### config.mk
export PLATFORM = sky130hd
export DESIGN_NAME = uvme_axil_st_slice_flat
export DESIGN_NICKNAME = d
export VERILOG_FILES = /design/src/rtl/uvme_axil_st_slice_if.sv /design/src/rtl/uvme_axil_st_slice.sv /design/src/flat_wrapper.sv
export SDC_FILE = /design/constraint.sdc
export NUM_CORES = 1
export LEC_CHECK = 0
export BUFFER_PORTS_ARGS = -buffer_cell sky130_fd_sc_hd__clkbuf_2
export CORE_MARGIN = 10
export CORE_UTILIZATION = 45
export CTS_BUF_LIST = sky130_fd_sc_hd__clkbuf_4
export DETAILED_ROUTE_END_ITERATION = 16
export GPL_ROUTABILITY_DRIVEN = 0
export GPL_TIMING_DRIVEN = 0
export MAX_ROUTING_LAYER = met4
export PLACE_DENSITY_LB_ADDON = 0.12
export RECOVER_POWER = 25
export SETUP_SLACK_MARGIN = 0.5
export SYNTH_ARGS = -nofsm -noshare
export SYNTH_HDL_FRONTEND = slang
export SYNTH_SLANG_ARGS = --single-unit
### constraint.sdc
create_clock -name clk -period 4.9 [get_ports clk]
set_clock_uncertainty 0.15 [all_clocks]
set_input_delay 1.47 -clock clk [delete_from_list [all_inputs] [get_ports clk]]
set_output_delay 1.47 -clock clk [all_outputs]
set_load 0.01 [all_outputs]
### src/rtl/uvme_axil_st_slice_if.sv
// uvma_axil_if: AXI-Lite bus bundle shared by the self-test agents and the
// registered slice.
//   master modport : drives AW/W/AR valid+payload, bready, rready
//   slave  modport : drives AW/W/AR ready, B/R valid+payload
interface uvma_axil_if #(
  parameter int ADDR_WIDTH = 32,
  parameter int DATA_WIDTH = 32
);
  logic                      awvalid;
  logic                      awready;
  logic [ADDR_WIDTH-1:0]     awaddr;
  logic [2:0]                awprot;
  logic                      wvalid;
  logic                      wready;
  logic [DATA_WIDTH-1:0]     wdata;
  logic [DATA_WIDTH/8-1:0]   wstrb;
  logic                      bvalid;
  logic                      bready;
  logic [1:0]                bresp;
  logic                      arvalid;
  logic                      arready;
  logic [ADDR_WIDTH-1:0]     araddr;
  logic [2:0]                arprot;
  logic                      rvalid;
  logic                      rready;
  logic [DATA_WIDTH-1:0]     rdata;
  logic [1:0]                rresp;

  modport master (
    output awvalid, awaddr, awprot, wvalid, wdata, wstrb, bready,
           arvalid, araddr, arprot, rready,
    input  awready, wready, bvalid, bresp, arready, rvalid, rdata, rresp
  );

  modport slave (
    input  awvalid, awaddr, awprot, wvalid, wdata, wstrb, bready,
           arvalid, araddr, arprot, rready,
    output awready, wready, bvalid, bresp, arready, rvalid, rdata, rresp
  );
endinterface

### src/rtl/uvme_axil_st_slice.sv
// uvme_axil_st_slice: registered AXI-Lite slice with a two-entry skid buffer
// per channel and a cap on in-flight transactions per direction.
//   clk            : single clock
//   reset_n        : asynchronous active-low reset
//   mstr_if        : upstream bus, slice acts as AXI-Lite slave
//   slv_if         : downstream bus, slice acts as AXI-Lite master
//   wr_outstanding : writes issued downstream awaiting upstream B handshake
//   rd_outstanding : reads issued downstream awaiting upstream R handshake

// Two-entry skid buffer. Input ready comes straight from a flop, so there is
// no combinational path from out_ready back to in_ready.
module uvme_axil_st_skid #(
  parameter int WIDTH = 8
) (
  input  logic             clk,
  input  logic             reset_n,
  input  logic             in_valid,
  output logic             in_ready,
  input  logic [WIDTH-1:0] in_data,
  input  logic             out_en,     // qualifies out_valid (outstanding cap)
  output logic             out_valid,
  input  logic             out_ready,
  output logic [WIDTH-1:0] out_data
);
  logic             out_v_q, out_v_d;
  logic             sk_v_q, sk_v_d;
  logic             rdy_q, rdy_d;
  logic [WIDTH-1:0] out_d_q, out_d_d;
  logic [WIDTH-1:0] sk_d_q, sk_d_d;
  logic             in_hs, out_hs;

  assign in_ready  = rdy_q;
  assign out_valid = out_v_q && out_en;
  assign out_data  = out_d_q;
  assign in_hs     = in_valid && rdy_q;
  assign out_hs    = out_valid && out_ready;

  always_comb begin
    // NOTE: every _d starts as its _q so no path through this block leaves a
    // variable unassigned; that is what keeps it free of inferred latches.
    out_v_d = out_v_q;
    out_d_d = out_d_q;
    sk_v_d  = sk_v_q;
    sk_d_d  = sk_d_q;

    if (out_hs) begin
      if (sk_v_q) begin
        out_d_d = sk_d_q;
        sk_v_d  = 1'b0;
      end else begin
        out_v_d = 1'b0;
      end
    end

    // in_hs implies the skid is empty because ready mirrors !sk_v.
    if (in_hs) begin
      if ((!out_v_q || out_hs) && !sk_v_q) begin
        out_v_d = 1'b1;
        out_d_d = in_data;
      end else begin
        sk_v_d  = 1'b1;
        sk_d_d  = in_data;
      end
    end

    // Held at 0 through reset, so ready first rises on the edge after release.
    rdy_d = !sk_v_d;
  end

  // NOTE: state updates use non-blocking assignments so every flop samples
  // the pre-edge value of every other flop, independent of block order.
  // Payload registers are reset as well: the bus must read all-zero in reset.
  always_ff @(posedge clk or negedge reset_n) begin
    if (!reset_n) begin
      out_v_q <= 1'b0;
      sk_v_q  <= 1'b0;
      rdy_q   <= 1'b0;
      out_d_q <= '0;
      sk_d_q  <= '0;
    end else begin
      out_v_q <= out_v_d;
      sk_v_q  <= sk_v_d;
      rdy_q   <= rdy_d;
      out_d_q <= out_d_d;
      sk_d_q  <= sk_d_d;
    end
  end
endmodule

module uvme_axil_st_slice #(
  parameter int ADDR_WIDTH      = 32,
  parameter int DATA_WIDTH      = 32,
  parameter int MAX_OUTSTANDING = 4
) (
  input  logic               clk,
  input  logic               reset_n,
  uvma_axil_if.slave         mstr_if,
  uvma_axil_if.master        slv_if,
  output logic [3:0]         wr_outstanding,
  output logic [3:0]         rd_outstanding
);
  localparam int         STRB_WIDTH = DATA_WIDTH / 8;
  localparam int         AX_WIDTH   = ADDR_WIDTH + 3;
  localparam int         W_WIDTH    = DATA_WIDTH + STRB_WIDTH;
  localparam int         R_WIDTH    = DATA_WIDTH + 2;
  localparam logic [3:0] MAX_CNT    = 4'(MAX_OUTSTANDING);

  logic [AX_WIDTH-1:0] aw_out, ar_out;
  logic [W_WIDTH-1:0]  w_out;
  logic [R_WIDTH-1:0]  r_out;
  logic [1:0]          b_out;
  logic                aw_vld, ar_vld, b_vld, r_vld;
  logic [3:0]          wr_cnt_q, wr_cnt_d, rd_cnt_q, rd_cnt_d;
  logic                aw_dn_hs, ar_dn_hs, b_up_hs, r_up_hs;

  // Forward channels: AW and AR are held back once the cap is reached.
  uvme_axil_st_skid #(.WIDTH(AX_WIDTH)) u_aw (
    .clk(clk), .reset_n(reset_n),
    .in_valid(mstr_if.awvalid), .in_ready(mstr_if.awready),
    .in_data({mstr_if.awaddr, mstr_if.awprot}),
    .out_en(wr_cnt_q < MAX_CNT), .out_valid(aw_vld),
    .out_ready(slv_if.awready), .out_data(aw_out)
  );

  uvme_axil_st_skid #(.WIDTH(W_WIDTH)) u_w (
    .clk(clk), .reset_n(reset_n),
    .in_valid(mstr_if.wvalid), .in_ready(mstr_if.wready),
    .in_data({mstr_if.wdata, mstr_if.wstrb}),
    .out_en(1'b1), .out_valid(slv_if.wvalid),
    .out_ready(slv_if.wready), .out_data(w_out)
  );

  uvme_axil_st_skid #(.WIDTH(AX_WIDTH)) u_ar (
    .clk(clk), .reset_n(reset_n),
    .in_valid(mstr_if.arvalid), .in_ready(mstr_if.arready),
    .in_data({mstr_if.araddr, mstr_if.arprot}),
    .out_en(rd_cnt_q < MAX_CNT), .out_valid(ar_vld),
    .out_ready(slv_if.arready), .out_data(ar_out)
  );

  // Reverse channels: responses forwarded untouched, error codes included.
  uvme_axil_st_skid #(.WIDTH(2)) u_b (
    .clk(clk), .reset_n(reset_n),
    .in_valid(slv_if.bvalid), .in_ready(slv_if.bready),
    .in_data(slv_if.bresp),
    .out_en(1'b1), .out_valid(b_vld),
    .out_ready(mstr_if.bready), .out_data(b_out)
  );

  uvme_axil_st_skid #(.WIDTH(R_WIDTH)) u_r (
    .clk(clk), .reset_n(reset_n),
    .in_valid(slv_if.rvalid), .in_ready(slv_if.rready),
    .in_data({slv_if.rdata, slv_if.rresp}),
    .out_en(1'b1), .out_valid(r_vld),
    .out_ready(mstr_if.rready), .out_data(r_out)
  );

  assign slv_if.awvalid = aw_vld;
  assign slv_if.awaddr  = aw_out[AX_WIDTH-1:3];
  assign slv_if.awprot  = aw_out[2:0];
  assign slv_if.wdata   = w_out[W_WIDTH-1:STRB_WIDTH];
  assign slv_if.wstrb   = w_out[STRB_WIDTH-1:0];
  assign slv_if.arvalid = ar_vld;
  assign slv_if.araddr  = ar_out[AX_WIDTH-1:3];
  assign slv_if.arprot  = ar_out[2:0];
  assign mstr_if.bvalid = b_vld;
  assign mstr_if.bresp  = b_out;
  assign mstr_if.rvalid = r_vld;
  assign mstr_if.rdata  = r_out[R_WIDTH-1:2];
  assign mstr_if.rresp  = r_out[1:0];

  assign aw_dn_hs = aw_vld && slv_if.awready;
  assign ar_dn_hs = ar_vld && slv_if.arready;
  assign b_up_hs  = b_vld && mstr_if.bready;
  assign r_up_hs  = r_vld && mstr_if.rready;

  // Simultaneous issue and retire cancel; a stray response at zero holds.
  function automatic logic [3:0] next_count(input logic [3:0] cnt,
                                            input logic inc, input logic dec);
    logic [3:0] nxt;
    nxt = cnt;
    if (inc && !dec)                       nxt = cnt + 4'd1;
    else if (dec && !inc && cnt != 4'd0)   nxt = cnt - 4'd1;
    return nxt;
  endfunction

  always_comb begin
    wr_cnt_d = next_count(wr_cnt_q, aw_dn_hs, b_up_hs);
    rd_cnt_d = next_count(rd_cnt_q, ar_dn_hs, r_up_hs);
  end

  always_ff @(posedge clk or negedge reset_n) begin
    if (!reset_n) begin
      wr_cnt_q <= 4'd0;
      rd_cnt_q <= 4'd0;
    end else begin
      wr_cnt_q <= wr_cnt_d;
      rd_cnt_q <= rd_cnt_d;
    end
  end

  assign wr_outstanding = wr_cnt_q;
  assign rd_outstanding = rd_cnt_q;

  // A response with nothing outstanding means the downstream agent misbehaved.
  a_no_b_underflow: assert property (@(posedge clk) disable iff (!reset_n)
    !(b_up_hs && wr_cnt_q == 4'd0))
    else $error("uvme_axil_st_slice: B response with no write outstanding");

  a_no_r_underflow: assert property (@(posedge clk) disable iff (!reset_n)
    !(r_up_hs && rd_cnt_q == 4'd0))
    else $error("uvme_axil_st_slice: R response with no read outstanding");
endmodule

### src/flat_wrapper.sv
// flat-port wrapper written by rule: the top's interface ports become plain ports
module uvme_axil_st_slice_flat 
#(
  parameter int ADDR_WIDTH      = 32,
  parameter int DATA_WIDTH      = 32,
  parameter int MAX_OUTSTANDING = 4
)
  (clk, reset_n, wr_outstanding, rd_outstanding, mstr_if_awvalid, mstr_if_awaddr, mstr_if_awprot, mstr_if_wvalid, mstr_if_wdata, mstr_if_wstrb, mstr_if_bready, mstr_if_arvalid, mstr_if_araddr, mstr_if_arprot, mstr_if_rready, mstr_if_awready, mstr_if_wready, mstr_if_bvalid, mstr_if_bresp, mstr_if_arready, mstr_if_rvalid, mstr_if_rdata, mstr_if_rresp, slv_if_awvalid, slv_if_awaddr, slv_if_awprot, slv_if_wvalid, slv_if_wdata, slv_if_wstrb, slv_if_bready, slv_if_arvalid, slv_if_araddr, slv_if_arprot, slv_if_rready, slv_if_awready, slv_if_wready, slv_if_bvalid, slv_if_bresp, slv_if_arready, slv_if_rvalid, slv_if_rdata, slv_if_rresp);
  uvma_axil_if #(.ADDR_WIDTH(ADDR_WIDTH), .DATA_WIDTH(DATA_WIDTH)) mstr_if_i ();
  uvma_axil_if #(.ADDR_WIDTH(ADDR_WIDTH), .DATA_WIDTH(DATA_WIDTH)) slv_if_i ();
  input  logic clk;
  input  logic reset_n;
  output logic [3:0] wr_outstanding;
  output logic [3:0] rd_outstanding;
  input wire logic [$bits(mstr_if_i.awvalid)-1:0] mstr_if_awvalid;
  input wire logic [$bits(mstr_if_i.awaddr)-1:0] mstr_if_awaddr;
  input wire logic [$bits(mstr_if_i.awprot)-1:0] mstr_if_awprot;
  input wire logic [$bits(mstr_if_i.wvalid)-1:0] mstr_if_wvalid;
  input wire logic [$bits(mstr_if_i.wdata)-1:0] mstr_if_wdata;
  input wire logic [$bits(mstr_if_i.wstrb)-1:0] mstr_if_wstrb;
  input wire logic [$bits(mstr_if_i.bready)-1:0] mstr_if_bready;
  input wire logic [$bits(mstr_if_i.arvalid)-1:0] mstr_if_arvalid;
  input wire logic [$bits(mstr_if_i.araddr)-1:0] mstr_if_araddr;
  input wire logic [$bits(mstr_if_i.arprot)-1:0] mstr_if_arprot;
  input wire logic [$bits(mstr_if_i.rready)-1:0] mstr_if_rready;
  output wire logic [$bits(mstr_if_i.awready)-1:0] mstr_if_awready;
  output wire logic [$bits(mstr_if_i.wready)-1:0] mstr_if_wready;
  output wire logic [$bits(mstr_if_i.bvalid)-1:0] mstr_if_bvalid;
  output wire logic [$bits(mstr_if_i.bresp)-1:0] mstr_if_bresp;
  output wire logic [$bits(mstr_if_i.arready)-1:0] mstr_if_arready;
  output wire logic [$bits(mstr_if_i.rvalid)-1:0] mstr_if_rvalid;
  output wire logic [$bits(mstr_if_i.rdata)-1:0] mstr_if_rdata;
  output wire logic [$bits(mstr_if_i.rresp)-1:0] mstr_if_rresp;
  output wire logic [$bits(slv_if_i.awvalid)-1:0] slv_if_awvalid;
  output wire logic [$bits(slv_if_i.awaddr)-1:0] slv_if_awaddr;
  output wire logic [$bits(slv_if_i.awprot)-1:0] slv_if_awprot;
  output wire logic [$bits(slv_if_i.wvalid)-1:0] slv_if_wvalid;
  output wire logic [$bits(slv_if_i.wdata)-1:0] slv_if_wdata;
  output wire logic [$bits(slv_if_i.wstrb)-1:0] slv_if_wstrb;
  output wire logic [$bits(slv_if_i.bready)-1:0] slv_if_bready;
  output wire logic [$bits(slv_if_i.arvalid)-1:0] slv_if_arvalid;
  output wire logic [$bits(slv_if_i.araddr)-1:0] slv_if_araddr;
  output wire logic [$bits(slv_if_i.arprot)-1:0] slv_if_arprot;
  output wire logic [$bits(slv_if_i.rready)-1:0] slv_if_rready;
  input wire logic [$bits(slv_if_i.awready)-1:0] slv_if_awready;
  input wire logic [$bits(slv_if_i.wready)-1:0] slv_if_wready;
  input wire logic [$bits(slv_if_i.bvalid)-1:0] slv_if_bvalid;
  input wire logic [$bits(slv_if_i.bresp)-1:0] slv_if_bresp;
  input wire logic [$bits(slv_if_i.arready)-1:0] slv_if_arready;
  input wire logic [$bits(slv_if_i.rvalid)-1:0] slv_if_rvalid;
  input wire logic [$bits(slv_if_i.rdata)-1:0] slv_if_rdata;
  input wire logic [$bits(slv_if_i.rresp)-1:0] slv_if_rresp;
  assign mstr_if_i.awvalid = mstr_if_awvalid;
  assign mstr_if_i.awaddr = mstr_if_awaddr;
  assign mstr_if_i.awprot = mstr_if_awprot;
  assign mstr_if_i.wvalid = mstr_if_wvalid;
  assign mstr_if_i.wdata = mstr_if_wdata;
  assign mstr_if_i.wstrb = mstr_if_wstrb;
  assign mstr_if_i.bready = mstr_if_bready;
  assign mstr_if_i.arvalid = mstr_if_arvalid;
  assign mstr_if_i.araddr = mstr_if_araddr;
  assign mstr_if_i.arprot = mstr_if_arprot;
  assign mstr_if_i.rready = mstr_if_rready;
  assign mstr_if_awready = mstr_if_i.awready;
  assign mstr_if_wready = mstr_if_i.wready;
  assign mstr_if_bvalid = mstr_if_i.bvalid;
  assign mstr_if_bresp = mstr_if_i.bresp;
  assign mstr_if_arready = mstr_if_i.arready;
  assign mstr_if_rvalid = mstr_if_i.rvalid;
  assign mstr_if_rdata = mstr_if_i.rdata;
  assign mstr_if_rresp = mstr_if_i.rresp;
  assign slv_if_awvalid = slv_if_i.awvalid;
  assign slv_if_awaddr = slv_if_i.awaddr;
  assign slv_if_awprot = slv_if_i.awprot;
  assign slv_if_wvalid = slv_if_i.wvalid;
  assign slv_if_wdata = slv_if_i.wdata;
  assign slv_if_wstrb = slv_if_i.wstrb;
  assign slv_if_bready = slv_if_i.bready;
  assign slv_if_arvalid = slv_if_i.arvalid;
  assign slv_if_araddr = slv_if_i.araddr;
  assign slv_if_arprot = slv_if_i.arprot;
  assign slv_if_rready = slv_if_i.rready;
  assign slv_if_i.awready = slv_if_awready;
  assign slv_if_i.wready = slv_if_wready;
  assign slv_if_i.bvalid = slv_if_bvalid;
  assign slv_if_i.bresp = slv_if_bresp;
  assign slv_if_i.arready = slv_if_arready;
  assign slv_if_i.rvalid = slv_if_rvalid;
  assign slv_if_i.rdata = slv_if_rdata;
  assign slv_if_i.rresp = slv_if_rresp;
  uvme_axil_st_slice #(.ADDR_WIDTH(ADDR_WIDTH), .DATA_WIDTH(DATA_WIDTH), .MAX_OUTSTANDING(MAX_OUTSTANDING)) u_core (.clk(clk), .reset_n(reset_n), .mstr_if(mstr_if_i), .slv_if(slv_if_i), .wr_outstanding(wr_outstanding), .rd_outstanding(rd_outstanding));
endmodule
== Word-level counts from Yosys, hierarchy flattened ==
Cells that the tools add are included.
Storage, ports and cells
  bits of input ports: 154
  word-level logic and storage cells: 153
  output and inout bits: 160
  bits in registers: 307
Cells by class
  bitwise logic cells: 5
  mux-type cells: 59
  reduce and logical (&&, ||, !) cells: 56
  magnitude comparators: 2
  add/subtract/negate cells: 4
Operator list (number)
  two-way mux 35 bit: 8
  two-way mux 36 bit: 4
  two-way mux 34 bit: 4
  two-way mux 1 bit: 35
  logical AND 1 bit: 23
  zero test 1 bit: 19
  two-way mux 4 bit: 4
  AND reduction 2 bit: 5
  adder 4 x 1 -> 4 bit, second input constant: 2
  < comparator 4 x 3 -> 1 bit, second input constant: 2
  two-way mux 2 bit: 4
  nonzero test 4 bit: 2
  subtractor 4 x 1 -> 4 bit, second input constant: 2
  logical OR 1 bit: 5
  inverter 1 bit: 5
  nonzero test 2 bit: 2

== Depth between registers and ports, before layout ==
  depth after elaboration: 8
  depth in mapped cells: 8
  depth with buffers taken out: 8

== Hierarchy ==
Synthesis repeated with hierarchy kept, for this count alone.
Second synthesis, totals
  cell total of the unflattened synthesis: 879
  area, all modules: 13824.5 sq um
Modules (own cells, without submodules)
  uvme_axil_st_skid at u_core.u_ar ...: cells each 202, times used 2, sequential area each 1826.8 sq um, area each 3165.5 sq um
  uvme_axil_st_skid at u_core.u_w: cells each 207, times used 1, sequential area each 1876.8 sq um, area each 3402.0 sq um
  uvme_axil_st_skid at u_core.u_r: cells each 197, times used 1, sequential area each 1776.7 sq um, area each 3225.6 sq um
  uvme_axil_st_slice: cells each 45, times used 1, sequential area each 200.2 sq um, area each 548.0 sq um
  uvme_axil_st_skid at u_core.u_b: cells each 26, times used 1, sequential area each 175.2 sq um, area each 317.8 sq um

== Least setup slack after synthesis ==
OpenSTA, ideal clock, no wires.
  kind: in2reg
  start point: in slv_if_arready
  end point: reg u_core.rd_cnt_q[3] (netlist: u_core.rd_outstanding[3])
  data arrival time: 3.057 ns
  cell stages on the path: 8
  path buffers: 1
  setup time: 0.126 ns
  slack: 1.567 ns
  data required time: 4.624 ns
  cell sequence: nor4bb_1 > buf_2 > nand2_1 > ha_1 > a21o_1 > a21oi_1 > a31oi_1 > a311o_1
Between the ends
  word-level cells in the longest chain between the ends: 5
  elaborated cells on any way between the ends: 7
  those cells by class: mux (1); reduce/logical (6)
Ends and longest elaborated chain
  start: declaration: line flat_wrapper.sv:49  | input wire logic [$bits(slv_if_i.arready)-1:0] slv_if_arready;
  logical AND 1 bit (*): line uvme_axil_st_slice.sv:173  | assign ar_dn_hs = ar_vld && slv_if.arready;
  zero test 1 bit: line uvme_axil_st_slice.sv:183  | else if (dec && !inc && cnt != 4'd0) nxt = cnt - 4'd1;
  logical AND 1 bit (2 in a row): line uvme_axil_st_slice.sv:183
  nonzero test 2 bit (no source line)
  end signal: assignment: line uvme_axil_st_slice.sv:198  | rd_cnt_q <= rd_cnt_d;
  end: declaration: line uvme_axil_st_slice.sv:113  | logic [3:0] wr_cnt_q, wr_cnt_d, rd_cnt_q, rd_cnt_d;
Mark *: on every way between the ends. The rest lies on a longest branch, timed or not.
A chain may end at the register's enable or synchronous reset.

==> impl_metrics.tcl <==
set metrics [dict create \
    grt_pass1_wl_um 52900 \
    peakVddDrop_mv 0.319 \
    p_per_area_nw_per_um2 647 \
    rows 62 \
    crit_type "flip-flop to primary output" \
    grt_overflow_total 0 \
    async_flop_share_pct 100 \
    min_period_ns 3.33 \
    cts_tree "yes" \
    p_leak_nw 8.06 \
    maxSlewViolCount 0 \
    final_nets 1590 \
    ctsLongestPathBuffers 3 \
    die_area_sq_um 35900 \
    path_max_fanout 9 \
    die_w_um 190 \
    ff2ff_path_depth 8 \
    cts_root_buf "clkbuf_4" \
    endpoint_kind "primary output" \
    r2r_slack_ns 2.42 \
    pre_cts_slack_ns 1.31 \
    timing.final.ws_setup_ns 1.57 \
    grt_pass1_vias 10100 \
    final_cells 1881 \
    synthFlopType "dfrtp_1" \
    multi_input_area_sq_um 4920 \
    dp_hpwl_um 23600 \
    cp.arrival_ns 1.71 \
    num_vias 9427 \
    core_sq_um 28500 \
    crit_slowest_cell "clkbuf_1" \
    synth_cell_types 43 \
    rr_startpoint "u_core.rd_outstanding[2]" \
    drt_wl_total_um 32900 \
    wl_per_cell_um 17.5 \
    placed_cell_area_sq_um 15100 \
    clock-sinks 307 \
    crit_required_ns 3.28 \
    cp_cell_sequence "clkbuf_1 -> nor3b_1 -> clkbuf_2" \
    rsz0062_at_grt "no" \
    grt.total_usage_pct 18.6 \
    ctsResizeCount 0 \
    post-place-cells 1729 \
    critical_path_buf_inv_count 2 \
    hold_depth 1 \
    worstMarginPinSlew_ns 0.945 \
    antenna_left 0 \
    clk_pin_slew_ns 0.06 \
    initial_core_util_pct 45.3 \
    min_from "u_core.u_ar.sk_d_q[4]" \
    start_kind "flip-flop" \
    die_height_um 190 \
    final_util_pct 56.4 \
    insertion_delay_ns 0.67 \
    status "finished clean" \
    antenna_found_initial 6 \
    slew-limit-headroom_pct 37.0 \
    dr.pass1.iters 5 \
    seq_area_sq_um 7680 \
    synth_seq_cells 307 \
    post_cts_buffers 0 \
    synth_area_sq_um 12900 \
    first_iter_violations 469 \
    grt_max_degree 107 \
    cts_hold_buf 0 \
    num_io_pins 314 \
    period_share_pct 68.0 \
    r2r-end "u_core.rd_outstanding[3]" \
    syn_to_final_growth_pct 24.5 \
    h-tree-depth 3 \
    setup_violations 0 \
    cap_violations 0 \
    fmaxAchievable_mhz 300 \
    final_area_sq_um 16100 \
    avgSynthCellArea_sq_um 12.6 \
    hold_viol 0 \
    hp-class "flip-flop to flip-flop" \
    drc 0 \
    n_fill_cell 2551 \
    cts_made_buffers 83 \
    synthCells 1029 \
    ys_seq_area_share_pct 59.4 \
    syn-num-nets 1189 \
    cpLargestDelayFamily "buffers and inverters" \
    slowest_delay_ns 0.36 \
    synth_edf_count 0 \
    min_to "u_core.u_ar.sk_d_q[4]" \
    total_power_w 0.0104 \
    yosys_warnings 0 \
    portBuffers 313 \
    vias_per_cell 5.01 \
    drive_gt1_share_pct 42.8 \
]
power breakdown:
group	internal (W)	leakage [nW]	switching, W	total, W
clock	0.00116	0.612	0.00104	0.00221
sequential	0.00381	3.71	0.000750	0.00456
combinational	0.00182	3.74	0.00184	0.00366
total	0.00679	8.06	0.00363	0.0104
kinds of logic after synthesis:
group | synth area share [%]
flops | 59.4
mux | 24.0
simple gates | 5.91
compound gates | 7.09
buf+inv | 2.61
fa+ha+maj | 0.696
xor+xnor | 0.339
worst max-delay path by stage:
stage                     cells past startpoint                        to            from
after CTS                                     3            slv_if_awvalid       flip-flop
after detailed placement                      9  u_core.rd_outstanding[3]  slv_if_arready
after global placement                        1    u_core.u_w.out_data[7]         reset_n
after floorplan                               8  u_core.rd_outstanding[3]  slv_if_arready
final                                         3            slv_if_awvalid       flip-flop
after global routing                          3            slv_if_awvalid       flip-flop
layout by cell type, fill, tap and decap left out, types with 3 or more instances in the layout:
cell type / synthesis / final
o21ai_0: 139 / 139
nor3_1: 3 / 3
nand3_1: 4 / 4
clkbuf_1: 21 / 25
nor2b_1: 3 / 3
dfrtp_1: 307 / 307
clkbuf_2: 3 / 312
o21ai_1: 10 / 10
a21oi_1: 7 / 7
buf_4: 4 / 4
buf_6: 6 / 6
a21o_1: 4 / 4
nand2_1: 157 / 157
mux2_2: 149 / 149
clkinv_1: 0 / 15
ha_1: 4 / 4
buf_2: 24 / 24
clkbuf_4: 0 / 125
buf_16: 0 / 3
mux2i_1: 141 / 141
xnor2_1: 3 / 3
nor2_1: 3 / 3
diode_2: 0 / 6
inv_1: 7 / 7
clkinvlp_4: 0 / 3
layer usage:
| metal | part of all wire (%) | global-route usage, % |
|---|---|---|
| met1 | 44 | 22.8 |
| met2 | 47 | 28.7 |
| met3 | 6.9 | 5.75 |
| met4 | 2.2 | 6.81 |
| met5 | 0 | - |
per-stage QoR:
stage,setup TNS [ns],hold WS [ns]
finish,0,0.353
global route,0,0.363
CTS,0,0.355
detailed placement,0,0.329
global placement,-1403.42,0.323
floorplan,0,0.308
cells in the mapped netlist, types with 4 or more instances:
cell type	number	area share, %
mux2_2	149	13
mux2i_1	141	11
o21ai_0	139	5.4
dfrtp_1	307	59
a21oi_1	7	0.27
clkbuf_1	21	0.61
a21o_1	4	0.23
ha_1	4	0.39
buf_2	24	0.93
nand3_1	4	0.15
o21ai_1	10	0.39
buf_6	6	0.52
inv_1	7	0.20
nand2_1	157	4.6
buf_4	4	0.23
area by class of cell:
type | count | area share, %
multi-input cells | 657 | 30.5
clock inverters | 21 | 0.590
clock buffers | 125 | 5.83
repair buffers | 316 | 10.2
well taps | 384 | 2.98
inverters | 7 | 0.163
plain buffers | 58 | 1.93
diodes | 6 | 0.0932
flip-flops and latches | 307 | 47.7
state kept, by name, indices dropped and copies added, names as in the netlist, 2 cells and up, named ones only:
register and flops:
u_core.u_aw.sk_d_q 35, u_core.u_b.sk_d_q 2, u_core.rd_outstanding 4, u_core.wr_outstanding 4
u_core.u_ar.out_data 35, u_core.u_aw.out_data 35, u_core.u_w.out_data 36, u_core.u_ar.sk_d_q 35
u_core.u_r.sk_d_q 34, u_core.u_b.out_data 2, u_core.u_w.sk_d_q 36, u_core.u_r.out_data 34
Power figures use the tool's default switching activity.
